[src/rtl/piso_tx_ctrl_pkg.sv]
// Shared definitions for the PISO transmit sequencer.
//   state_e    : controller FSM states (Idle, Shift, Done)
//   SelLoad/SelShift : PISO select encoding (0 = parallel load, 1 = shift)
//   cnt_width  : counter width helper, never narrower than 1 bit
package piso_tx_ctrl_pkg;

   typedef enum logic [1:0] {
      StIdle  = 2'd0,
      StShift = 2'd1,
      StDone  = 2'd2
   } state_e;

   localparam logic SelLoad  = 1'b0;
   localparam logic SelShift = 1'b1;

   function automatic int unsigned cnt_width(input int unsigned n);
      return (n > 1) ? $clog2(n) : 1;
   endfunction

endpackage

[src/rtl/piso_shift_reg.sv]
// Parallel-in / serial-out shift register, MSB first.
//   clk, rst_n   : clock, asynchronous active-low reset (contents cleared)
//   sel_p_s      : 0 = parallel load, 1 = shift toward the MSB
//   shift_en     : enables the selected operation; register holds otherwise
//   parallel_in  : word to load
//   serial_out   : current MSB
module piso_shift_reg
   import piso_tx_ctrl_pkg::*;
#(
   parameter int unsigned DATA_W = 8
) (
   input  logic              clk,
   input  logic              rst_n,
   input  logic              sel_p_s,
   input  logic              shift_en,
   input  logic [DATA_W-1:0] parallel_in,
   output logic              serial_out
);

   logic [DATA_W-1:0] r_data;

   always_ff @(posedge clk or negedge rst_n) begin
      if (!rst_n) begin
         r_data <= '0;
      end else if (shift_en) begin
         if (sel_p_s == SelShift) begin
            r_data <= {r_data[DATA_W-2:0], 1'b0};
         end else begin
            r_data <= parallel_in;
         end
      end
   end

   assign serial_out = r_data[DATA_W-1];

endmodule

[src/rtl/piso_tx_ctrl.sv]
// Transmit sequencer: accepts one word per valid/ready handshake, loads the
// PISO and shifts it out MSB first, holding each bit for BIT_DIV clocks.
//   clk, rst_n          : clock, asynchronous active-low reset
//   tx_data, tx_valid   : producer word and its valid
//   tx_ready            : registered; high in Idle/Done (low during reset)
//   ser_out, ser_active : serial bit (gated to 0 when inactive) and its strobe
//   busy                : high while a word is being shifted
//   done                : one-cycle pulse after the last bit period
module piso_tx_ctrl
   import piso_tx_ctrl_pkg::*;
#(
   parameter int unsigned DATA_W  = 8,
   parameter int unsigned BIT_DIV = 1
) (
   input  logic              clk,
   input  logic              rst_n,
   input  logic [DATA_W-1:0] tx_data,
   input  logic              tx_valid,
   output logic              tx_ready,
   output logic              ser_out,
   output logic              ser_active,
   output logic              busy,
   output logic              done
);

   localparam int unsigned   BitW    = cnt_width(DATA_W);
   localparam int unsigned   DivW    = cnt_width(BIT_DIV);
   localparam logic [BitW-1:0] BitLast = BitW'(DATA_W - 1);
   localparam logic [DivW-1:0] DivLast = DivW'(BIT_DIV - 1);

   state_e          r_state, w_state_next;
   logic [BitW-1:0] r_bit_cnt, w_bit_cnt_next;
   logic [DivW-1:0] r_div_cnt, w_div_cnt_next;
   logic            r_tx_ready;
   logic            w_accept;
   logic            w_sel;
   logic            w_shift_en;
   logic            w_msb;

   always_ff @(posedge clk or negedge rst_n) begin
      if (!rst_n) begin
         r_state    <= StIdle;
         r_bit_cnt  <= '0;
         r_div_cnt  <= '0;
         r_tx_ready <= 1'b0;
      end else begin
         r_state    <= w_state_next;
         r_bit_cnt  <= w_bit_cnt_next;
         r_div_cnt  <= w_div_cnt_next;
         // Ready is registered so it stays low for the first cycle out of reset.
         r_tx_ready <= (w_state_next != StShift);
      end
   end

   always_comb begin
      w_state_next   = r_state;
      w_bit_cnt_next = r_bit_cnt;
      w_div_cnt_next = r_div_cnt;
      w_sel          = SelLoad;
      w_shift_en     = 1'b0;
      w_accept       = tx_valid && r_tx_ready;

      unique case (r_state)
         StIdle, StDone: begin
            if (w_accept) begin
               w_state_next   = StShift;
               w_bit_cnt_next = '0;
               w_div_cnt_next = '0;
               w_shift_en     = 1'b1;
            end else begin
               w_state_next = StIdle;
            end
         end
         StShift: begin
            if (r_div_cnt == DivLast) begin
               w_div_cnt_next = '0;
               if (r_bit_cnt == BitLast) begin
                  // Last bit period ends; the register is left unshifted.
                  w_state_next = StDone;
               end else begin
                  w_bit_cnt_next = r_bit_cnt + 1'b1;
                  w_sel          = SelShift;
                  w_shift_en     = 1'b1;
               end
            end else begin
               w_div_cnt_next = r_div_cnt + 1'b1;
            end
         end
         default: begin
            w_state_next = StIdle;
         end
      endcase
   end

   piso_shift_reg #(
      .DATA_W (DATA_W)
   ) u_piso (
      .clk         (clk),
      .rst_n       (rst_n),
      .sel_p_s     (w_sel),
      .shift_en    (w_shift_en),
      .parallel_in (tx_data),
      .serial_out  (w_msb)
   );

   assign tx_ready   = r_tx_ready;
   assign ser_active = (r_state == StShift);
   assign busy       = (r_state == StShift);
   assign done       = (r_state == StDone);
   assign ser_out    = w_msb && ser_active;

endmodule

[config.mk]
export PLATFORM = sky130hd
export DESIGN_NAME = piso_tx_ctrl
export DESIGN_NICKNAME = d
export VERILOG_FILES = /design/src/rtl/piso_tx_ctrl_pkg.sv /design/src/rtl/piso_shift_reg.sv /design/src/rtl/piso_tx_ctrl.sv
export SDC_FILE = /design/constraint.sdc
export NUM_CORES = 1
export LEC_CHECK = 0
export CELL_PAD_IN_SITES_DETAIL_PLACEMENT = 0
export CELL_PAD_IN_SITES_GLOBAL_PLACEMENT = 1
export CORE_MARGIN = 8
export CORE_UTILIZATION = 40
export CTS_CLUSTER_DIAMETER = 80
export DETAILED_ROUTE_END_ITERATION = 7
export PLACE_DENSITY = 0.91
export SYNTH_ARGS = -nofsm -noshare
export SYNTH_HDL_FRONTEND = slang
export SYNTH_SLANG_ARGS = --single-unit
[constraint.sdc]
create_clock -name clk -period 3.6 [get_ports clk]
set_input_delay 0.36 -clock clk [delete_from_list [all_inputs] [get_ports clk]]
set_output_delay 0.36 -clock clk [all_outputs]
set_load 0.005 [all_outputs]
==> Word level (Yosys, flattened, before mapping) <==
Index checks and enable logic that the tools add are counted.
{ "word_totals": {"word_cells": 38, "mem_bits_rw": 0, "register_bits": 15, "latchBits": 0, "in_bits": 11, "memories": 0, "rom_bits": 0, "output_inout_bits": 5} }
{ "classes": {"shift": 0, "order_cmp": 0, "div_mod_pow": 0, "n_mux": 17, "n_eq_ne": 7, "n_reduce_logical": 7, "add_sub_neg": 2, "multipliers": 0, "bitwise": 0} }
{ "op_table": {"columns": ["operator", "count"], "rows": [
  ["3-bit 2-to-1 mux", 3],
  ["8-bit 2-to-1 mux", 1],
  ["1-bit 2-to-1 mux", 7],
  ["2-bit != test, second input constant", 3],
  ["3-bit case mux with 2 select lines", 1],
  ["2-bit 2-to-1 mux", 2],
  ["1-bit case mux with 2 select lines", 2],
  ["2-bit case mux with 2 select lines", 1],
  ["4-bit AND reduction", 1],
  ["3-bit by 1-bit adder with 3-bit output, second input constant", 1],
  ["3-bit equality test, second input constant", 1],
  ["2-bit by 1-bit equality test with 1-bit output, second input constant", 1],
  ["2-bit equality test, second input constant", 1],
  ["1-bit logical AND", 2],
  ["2-bit zero test", 1],
  ["2-bit by 1-bit != test with 1-bit output, second input constant", 1],
  ["2-bit AND reduction", 1],
  ["2-bit nonzero test", 1],
  ["2-bit OR reduction", 1],
  ["1-bit adder, second input constant", 1]
]} }

==> Depth between registers and ports, before layout <==
Gate-level depths: netlist of run 1.
{ "logic_depth": {"word_depth": 5, "depth_mapped": 5, "depth_no_buf": 5} }

==> Hierarchy <==
Synthesis of run 1 repeated with hierarchy kept, for this count alone.
{ "hier_totals": {"hier_cells": 67, "area_unflattened_um2": 706.9} }
{ "modules_own_cells": {"columns": ["module", "n_inst", "seq_area_each_um2", "cells_each", "area_per_inst_um2"], "rows": [
  ["piso_shift_reg", 1, 200.2, 35, 377.9],
  ["piso_tx_ctrl", 1, 150.1, 32, 329.1]
]} }

==> Worst setup path after synthesis of run 1 <==
No wires, ideal clock.
{ "synth_timing": {"path_type": "reg2reg", "from": "register r_bit_cnt[0]", "to": "register u_piso.r_data[7]", "synth_period_minus_slack_ps": 1415, "t_arrival_ps": 1284, "setup_ps": 130, "path_stages_with_launch": 6, "path_buffers": 0, "required_ps": 3470, "path_slack_ps": 2185, "path_cell_list": "dfrtp_1 -> ha_1 -> ha_1 -> o21a_1 -> a22oi_1 -> o21ai_0"} }
{ "synth_between": {"elab_chain_len": 5, "elab_cells_between_ends": 6, "cone_classes": "eq/ne: 1; mux: 5"} }
{ "synth_lines": {"columns": ["element", "line_no", "text"], "rows": [
  ["from (decl)", "piso_tx_ctrl.sv:32", "logic [BitW-1:0] r_bit_cnt, w_bit_cnt_next;"],
  ["from (signal assigned)", "piso_tx_ctrl.sv:48", "r_bit_cnt <= w_bit_cnt_next;"],
  ["3-bit equality test *", "piso_tx_ctrl.sv:77", "if (r_bit_cnt == BitLast) begin"],
  ["1-bit 2-to-1 mux *", "piso_tx_ctrl.sv:77", null],
  ["1-bit 2-to-1 mux *", "piso_tx_ctrl.sv:75", "if (r_div_cnt == DivLast) begin"],
  ["1-bit 2-to-1 mux", "piso_tx_ctrl.sv:63", "unique case (r_state)"],
  ["8-bit 2-to-1 mux", "piso_shift_reg.sv:26", "if (sel_p_s == SelShift) begin"],
  ["to (signal assigned)", "piso_shift_reg.sv:27", "r_data <= {r_data[DATA_W-2:0], 1'b0};"],
  ["to (signal assigned)", "piso_shift_reg.sv:29", "r_data <= parallel_in;"],
  ["to (decl)", "piso_shift_reg.sv:20", "logic [DATA_W-1:0] r_data;"]
]} }
Every way passes the cells marked *; elsewhere a longest branch is shown, timed or not.
A chain may end at the register's enable or synchronous reset.

==> Final worst setup path of run 1 <==
{ "layout_timing": {"from": "register r_state[0]", "to": "output ser_out"} }
{ "layout_between": {"elab_chain_len": 2} }
{ "layout_lines": {"columns": ["element", "line_no", "text"], "rows": [
  ["from (decl)", "piso_tx_ctrl.sv:31", "state_e r_state, w_state_next;"],
  ["from (signal assigned)", "piso_tx_ctrl.sv:42", "r_state <= StIdle;"],
  ["from (signal assigned)", "piso_tx_ctrl.sv:47", "r_state <= w_state_next;"],
  ["2-bit by 1-bit equality test with 1-bit output", "piso_tx_ctrl.sv:107", "assign ser_active = (r_state == StShift);"],
  ["1-bit logical AND", "piso_tx_ctrl.sv:110", "assign ser_out = w_msb && ser_active;"],
  ["to (decl)", "piso_tx_ctrl.sv:20", "output logic ser_out,"]
]} }
Every way passes these cells.

==> impl_metrics.json, run 1 <==
{
  "viasPerCell": 4.991,
  "synth.largest_area_cell": "dfrtp_1",
  "netlist_top_cells_area": "dfrtp_1 (49%), mux2i_1 (12%), a22oi_1 (7.3%)",
  "cts_buffers": 3,
  "synthesis.area_um2": 721.9,
  "yosysWarnings": 0,
  "worstPathCellList": "nor2b_1, and2_1, clkdlybuf4s50_1",
  "ios": 16,
  "p_leak_nw": 0.4204,
  "crit_path_end_kind": "output pin",
  "drt_iter0_drc": 10,
  "cp_slowest_cell": "dfrtp_1",
  "drive_gt1_share_pct": 9.756,
  "finClkSkew_ps": 2.689,
  "synth_edf_count": 0,
  "grt_pass1_wl_mm": 2.311,
  "detailed_place_hpwl_mm": 1.042,
  "hold_buffers": 0,
  "use_met2_pct": 13.54,
  "maxSlewViolCount": 0,
  "cts_resized": 0,
  "grt_pass1_vias": 532,
  "power.switching_mw": 0.2455,
  "antenna_cells": 0,
  "peakVddDrop_mv": 0.2885,
  "rows": 15,
  "area_growth_pct": 26.86,
  "finalNonFillerCells": 107,
  "setup_tns_ps": 0,
  "async_flop_share_pct": 100.0,
  "cts_max_level": 1,
  "cp_max_fo": 19,
  "cts.sinks": 14,
  "critPathLaunchType": "flip-flop",
  "yosys-top-cells-count": "dfrtp_1 (14), mux2i_1 (9), o21ai_0 (8), a22oi_1 (7), nand2_1 (6)",
  "grt_util_all_layers_pct": 8.972,
  "yosysMostFrequentCell": "dfrtp_1",
  "worst_slew_pin_slew_ps": 620.1,
  "dr.pass1.iters": 4,
  "grt_max_degree": 20,
  "dieArea_um2": 3421,
  "period_share_pct": 63.28,
  "required_ps": 3240,
  "rsz0062_at_grt": "false",
  "comb_power_share_pct": 41.0,
  "clk_pin_slew_worst_paths_ps": 80,
  "nets": 96,
  "syn_nets": 79,
  "synth_top_flop_cell": "dfrtp_1",
  "die_h_um": 58.49,
  "setup_viol": 0,
  "place_inst": 103,
  "powerDensity_nw_per_um2": 751.7,
  "vias": 534,
  "postRouteAntennaNets": 0,
  "use_met3_pct": 5.217,
  "port_buffers": 15,
  "die_w_um": 58.49,
  "p_clk_share_pct": 16.3,
  "postCtsSetupRepairBufs": 0,
  "maxCapViolations": 0,
  "synth.avg_cell_area_um2": 10.94,
  "fill_cells": 164,
  "wire_per_inst_um": 12.86,
  "grt_use_met1_pct": 9.872,
  "synth_seq_area_share_pct": 48.53,
  "grt.busiest_layer": "met2",
  "power.share.switching_pct": 35.66,
  "synth_top_cell_area_share_pct": 48.53,
  "clk_latency_ps": 280,
  "antenna_found_initial": 0,
  "max_stage_delay_ps": 690,
  "outcome": "completed",
  "synthCells": 66,
  "path_class": "flip-flop to output pin",
  "place.gp.congestion": 0.7105,
  "pwr-share-seq_pct": 42.7,
  "cp.arrival_ps": 1920,
  "drc_errors": 0,
  "hold_violations": 0,
  "timing.slew.headroom_pct": 58.53,
  "cts-root-buf": "clkbuf_4",
  "core_area_um2": 1708,
  "synth-seq-cells": 14,
  "grt-ovfl-total": 0,
  "cts_tree": "yes",
  "fmax_ghz": 0.4390,
  "hold_class": "primary input to asynchronous set/reset pin",
  "clockBufferDepth": 2,
  "finalWirelength_mm": 1.376,
  "p_int_mw": 0.4430,
  "min_period_ps": 2278,
  "start_util_pct": 42.27,
  "ys_types": 22
}
-- routing by layer --
layer  routed length, µm  vias to the layer above  part of all wire (%)
li1                    -                      269                     -
met1                 615                      249                    45
met2                 646                       14                    47
met3                 100                        2                   7.3
met4                  13                        0                  0.94
met5                   0                        -                     0
-- cell type report --
type	instances	area (µm²)	area share, %
tap	25	31.28	3.415
multi-input combinational	49	347.8	37.98
clock buffer	4	36.28	3.962
sequential	14	350.3	38.25
timing repair buffer	15	150.1	16.39
-- through the flow --
step                      instance area (µm²)  power [mW]  hold WS, ps  setup slack [ps]  utilization (%)
after CTS                               915.9      0.6996        483.0              1313            53.63
after detailed placement                879.6      0.5872        503.7              1623            51.50
final                                   915.9      0.6885        459.5              1322            53.63
after floorplan                         721.9      0.4977        64.41              2185                -
after global placement                  879.6      0.5741        494.1              1683            51.50
after global routing                    915.9      0.7492        501.0              1178            53.63
-- critical path: cells and delay by family (launching register included) --
kind,cells,cell delay (ps)
flip-flops,1,690
buffers and inverters,1,500
AND/OR/NAND/NOR,2,440
-- flip-flops by register name, summed over array words and instances (netlist names) --
register       cells
r_bit_cnt          3
r_state            2
u_piso.r_data      8
tx_ready           1
-- power groups by stage --
stage | logic, mW | registers, mW | clock network (mW)
detailed placement | 0.290 | 0.297 | 0
finish | 0.282 | 0.294 | 0.112
floorplan | 0.235 | 0.263 | 0
global placement | 0.280 | 0.294 | 0
CTS | 0.290 | 0.294 | 0.116
global route | 0.319 | 0.306 | 0.125
-- cells by family (layout without fill, tap and decap cells) --
group / count (synthesis) / after routing / share of synthesized area (%)
AO/OA/AOI/OAI: 19 / 19 / 16.64
XOR/XNOR: 1 / 1 / 1.213
adder cells (fa/ha/maj): 2 / 2 / 3.466
buffers and inverters: 3 / 19 / 3.293
flip-flops: 14 / 14 / 48.53
multiplexers: 9 / 9 / 12.48
AND/OR/NAND/NOR: 18 / 18 / 14.39
-- path summary, 6_finish.rpt --
path / startpoint / end / slack (ps) / depth (start not counted)
setup / recovery: r_state[0] / ser_out / 1320 / 3
hold / removal: rst_n / r_bit_cnt[1] / 460 / 1
setup reg to reg: r_bit_cnt[0] / u_piso.r_data[7] / 2010 / 5
hold reg to reg: u_piso.r_data[0] / u_piso.r_data[0] / 530 / 2
max in group asynchronous: rst_n / u_piso.r_data[4] / 2740 / 1
min in group clk: u_piso.r_data[0] / u_piso.r_data[0] / 530 / 2
-- cells in the final DEF (no fill, tap or decap) --
| cell type | Yosys | final |
|---|---|---|
| o21a_1 | 1 | 1 |
| clkdlybuf4s50_1 | 0 | 15 |
| o21ai_0 | 8 | 8 |
| nor2_2 | 1 | 1 |
| nand2_1 | 6 | 6 |
| and2b_1 | 1 | 1 |
| nand3_1 | 2 | 2 |
| nor2b_1 | 1 | 1 |
| nor2_1 | 2 | 2 |
| nor3b_4 | 1 | 1 |
| mux2i_1 | 9 | 9 |
| a22oi_1 | 7 | 7 |
| or2_2 | 1 | 1 |
| clkbuf_4 | 0 | 3 |
| clkbuf_8 | 0 | 1 |
| xnor2_1 | 1 | 1 |
| and2_1 | 2 | 2 |
| dfrtp_1 | 14 | 14 |
| a21oi_1 | 1 | 1 |
| o211ai_1 | 2 | 2 |
| nand2_2 | 1 | 1 |
| ha_1 | 2 | 2 |
Note: power is estimated with default switching activity, not from simulation.
==> run 2: changes to the inputs <==
CORE_UTILIZATION = 37   (was 40)
PLACE_DENSITY = 0.86   (was 0.91)
clock period = 2.13 ns   (was 3.6 ns; I/O delays follow)
==> impl_metrics.json, run 2 (synthesis gave the netlist of run 1 again) <==
{
  "clk_latency_ps": 270,
  "die_h_um": 60.17,
  "final_cell_mix": "clkdlybuf4s50_1 (15), dfrtp_1 (14), mux2i_1 (9)",
  "final_area_um2": 912.1,
  "regMostFlops": "u_piso.r_data",
  "place_area_um2": 889.6,
  "cts_buffers": 3,
  "ios": 16,
  "grt_util_all_layers_pct": 9.689,
  "cts_tree": "yes",
  "setup_viol": 0,
  "area_growth_pct": 26.34,
  "antenna_cells": 0,
  "hold_violations": 0,
  "critPathLaunchType": "flip-flop",
  "worst_slew_pin_slew_ps": 637.9,
  "vias": 567,
  "clockBufferDepth": 2,
  "finClkSkew_ps": 1.605,
  "clk_pin_slew_worst_paths_ps": 80,
  "min_period_ps": 1917,
  "start_util_pct": 37.96,
  "grt_pass1_vias": 573,
  "postRouteAntennaNets": 0,
  "final_common_cell": "clkdlybuf4s50_1",
  "finalWirelength_mm": 1.479,
  "dr.pass1.iters": 4,
  "grt-ovfl-total": 0,
  "drive_gt1_share_pct": 9.756,
  "die_w_um": 60.17,
  "fmax_ghz": 0.5217,
  "hold_class": "primary input to asynchronous set/reset pin",
  "cts-root-buf": "clkbuf_4",
  "period_share_pct": 89.99,
  "cts_max_level": 1,
  "grt_max_degree": 15,
  "maxCapViolations": 0,
  "p_leak_nw": 0.4179,
  "rsz0062_at_grt": "false",
  "reg2regPathDepth": 5,
  "maxSlewViolCount": 0,
  "setup_tns_ps": 0,
  "wire_per_inst_um": 13.57,
  "largest_reg_flops": 8,
  "path_class": "flip-flop to output pin",
  "cts.sinks": 14,
  "power_mw": 1.137,
  "place.gp.congestion": 0.7095,
  "dieArea_um2": 3620,
  "top_regs": "u_piso.r_data (8), r_bit_cnt (3), r_state (2)",
  "core_area_um2": 1902,
  "drt_iter0_drc": 17,
  "grt_pass1_wl_mm": 2.622,
  "nets": 97,
  "rows": 16,
  "cts_resized": 0,
  "cp.arrival_ps": 1700,
  "post-route-util_pct": 47.96,
  "drc_errors": 0,
  "required_ps": 1920,
  "viasPerCell": 5.202,
  "peakVddDrop_mv": 0.5204,
  "hold_buffers": 0,
  "hold_ws_ps": 327.4,
  "crit_path_end_kind": "output pin",
  "outcome": "completed",
  "antenna_found_initial": 0,
  "timing.slew.headroom_pct": 57.34,
  "detailed_place_hpwl_mm": 1.050,
  "cp_max_fo": 11,
  "port_buffers": 15,
  "postCtsSetupRepairBufs": 0,
  "powerDensity_nw_per_um2": 1247
}
[run 2: worst max-delay path: stages (launching register included)]
cell,delay [ps]
dfrtp_1,530
nor2b_1,260
and2_1,150
clkdlybuf4s50_1,490
[run 2: stage by stage]
step / cells / worst slack (ps)
final: 109 / 213.2
after global routing: 109 / 69.95
after CTS: 109 / 182.1
after detailed placement: 106 / 491.1
after global placement: 106 / 540.4
after floorplan: 66 / 715.3
[run 2: per-layer routing]
layer | global-route usage [%] | up-vias | routed length, µm | share of wire [%]
met4 | 7.143 | 0 | 9 | 0.61
met3 | 2.581 | 2 | 64 | 4.3
li1 | - | 274 | - | -
met1 | 11.87 | 278 | 728 | 49
met5 | 0 | - | 0 | 0
met2 | 14.02 | 13 | 676 | 46
[run 2: path summary, 6_finish.rpt]
kind / to / from / slack (ps)
min in group clk: r_bit_cnt[1] / r_bit_cnt[1] / 540
max reg2reg: u_piso.r_data[4] / r_bit_cnt[0] / 550
max: ser_out / r_state[0] / 210
min reg2reg: r_bit_cnt[1] / r_bit_cnt[1] / 540
min: u_piso.r_data[5] / rst_n / 330
max in group asynchronous: r_bit_cnt[1] / rst_n / 1390
[run 2: report_power, final]
| part | switching (mW) | total [mW] | internal (mW) |
|---|---|---|---|
| logic | 0.227 | 0.508 | 0.281 |
| registers | 0.106 | 0.480 | 0.374 |
| clock network | 0.0836 | 0.149 | 0.0654 |
[run 2: layout make-up]
type,count,area (µm²)
multi-input cells,49,347.8
fillers,185,989.7
flip-flops and latches,14,350.3
repair buffers,16,157.7
clock buffers,3,22.52
well taps,27,33.78
==> run 3: changes to the inputs <==
TNS_END_PERCENT = 1   (was unset)
==> results of run 3 <==
Same layout as run 2: the final DEF is identical, and so are final timing and power.
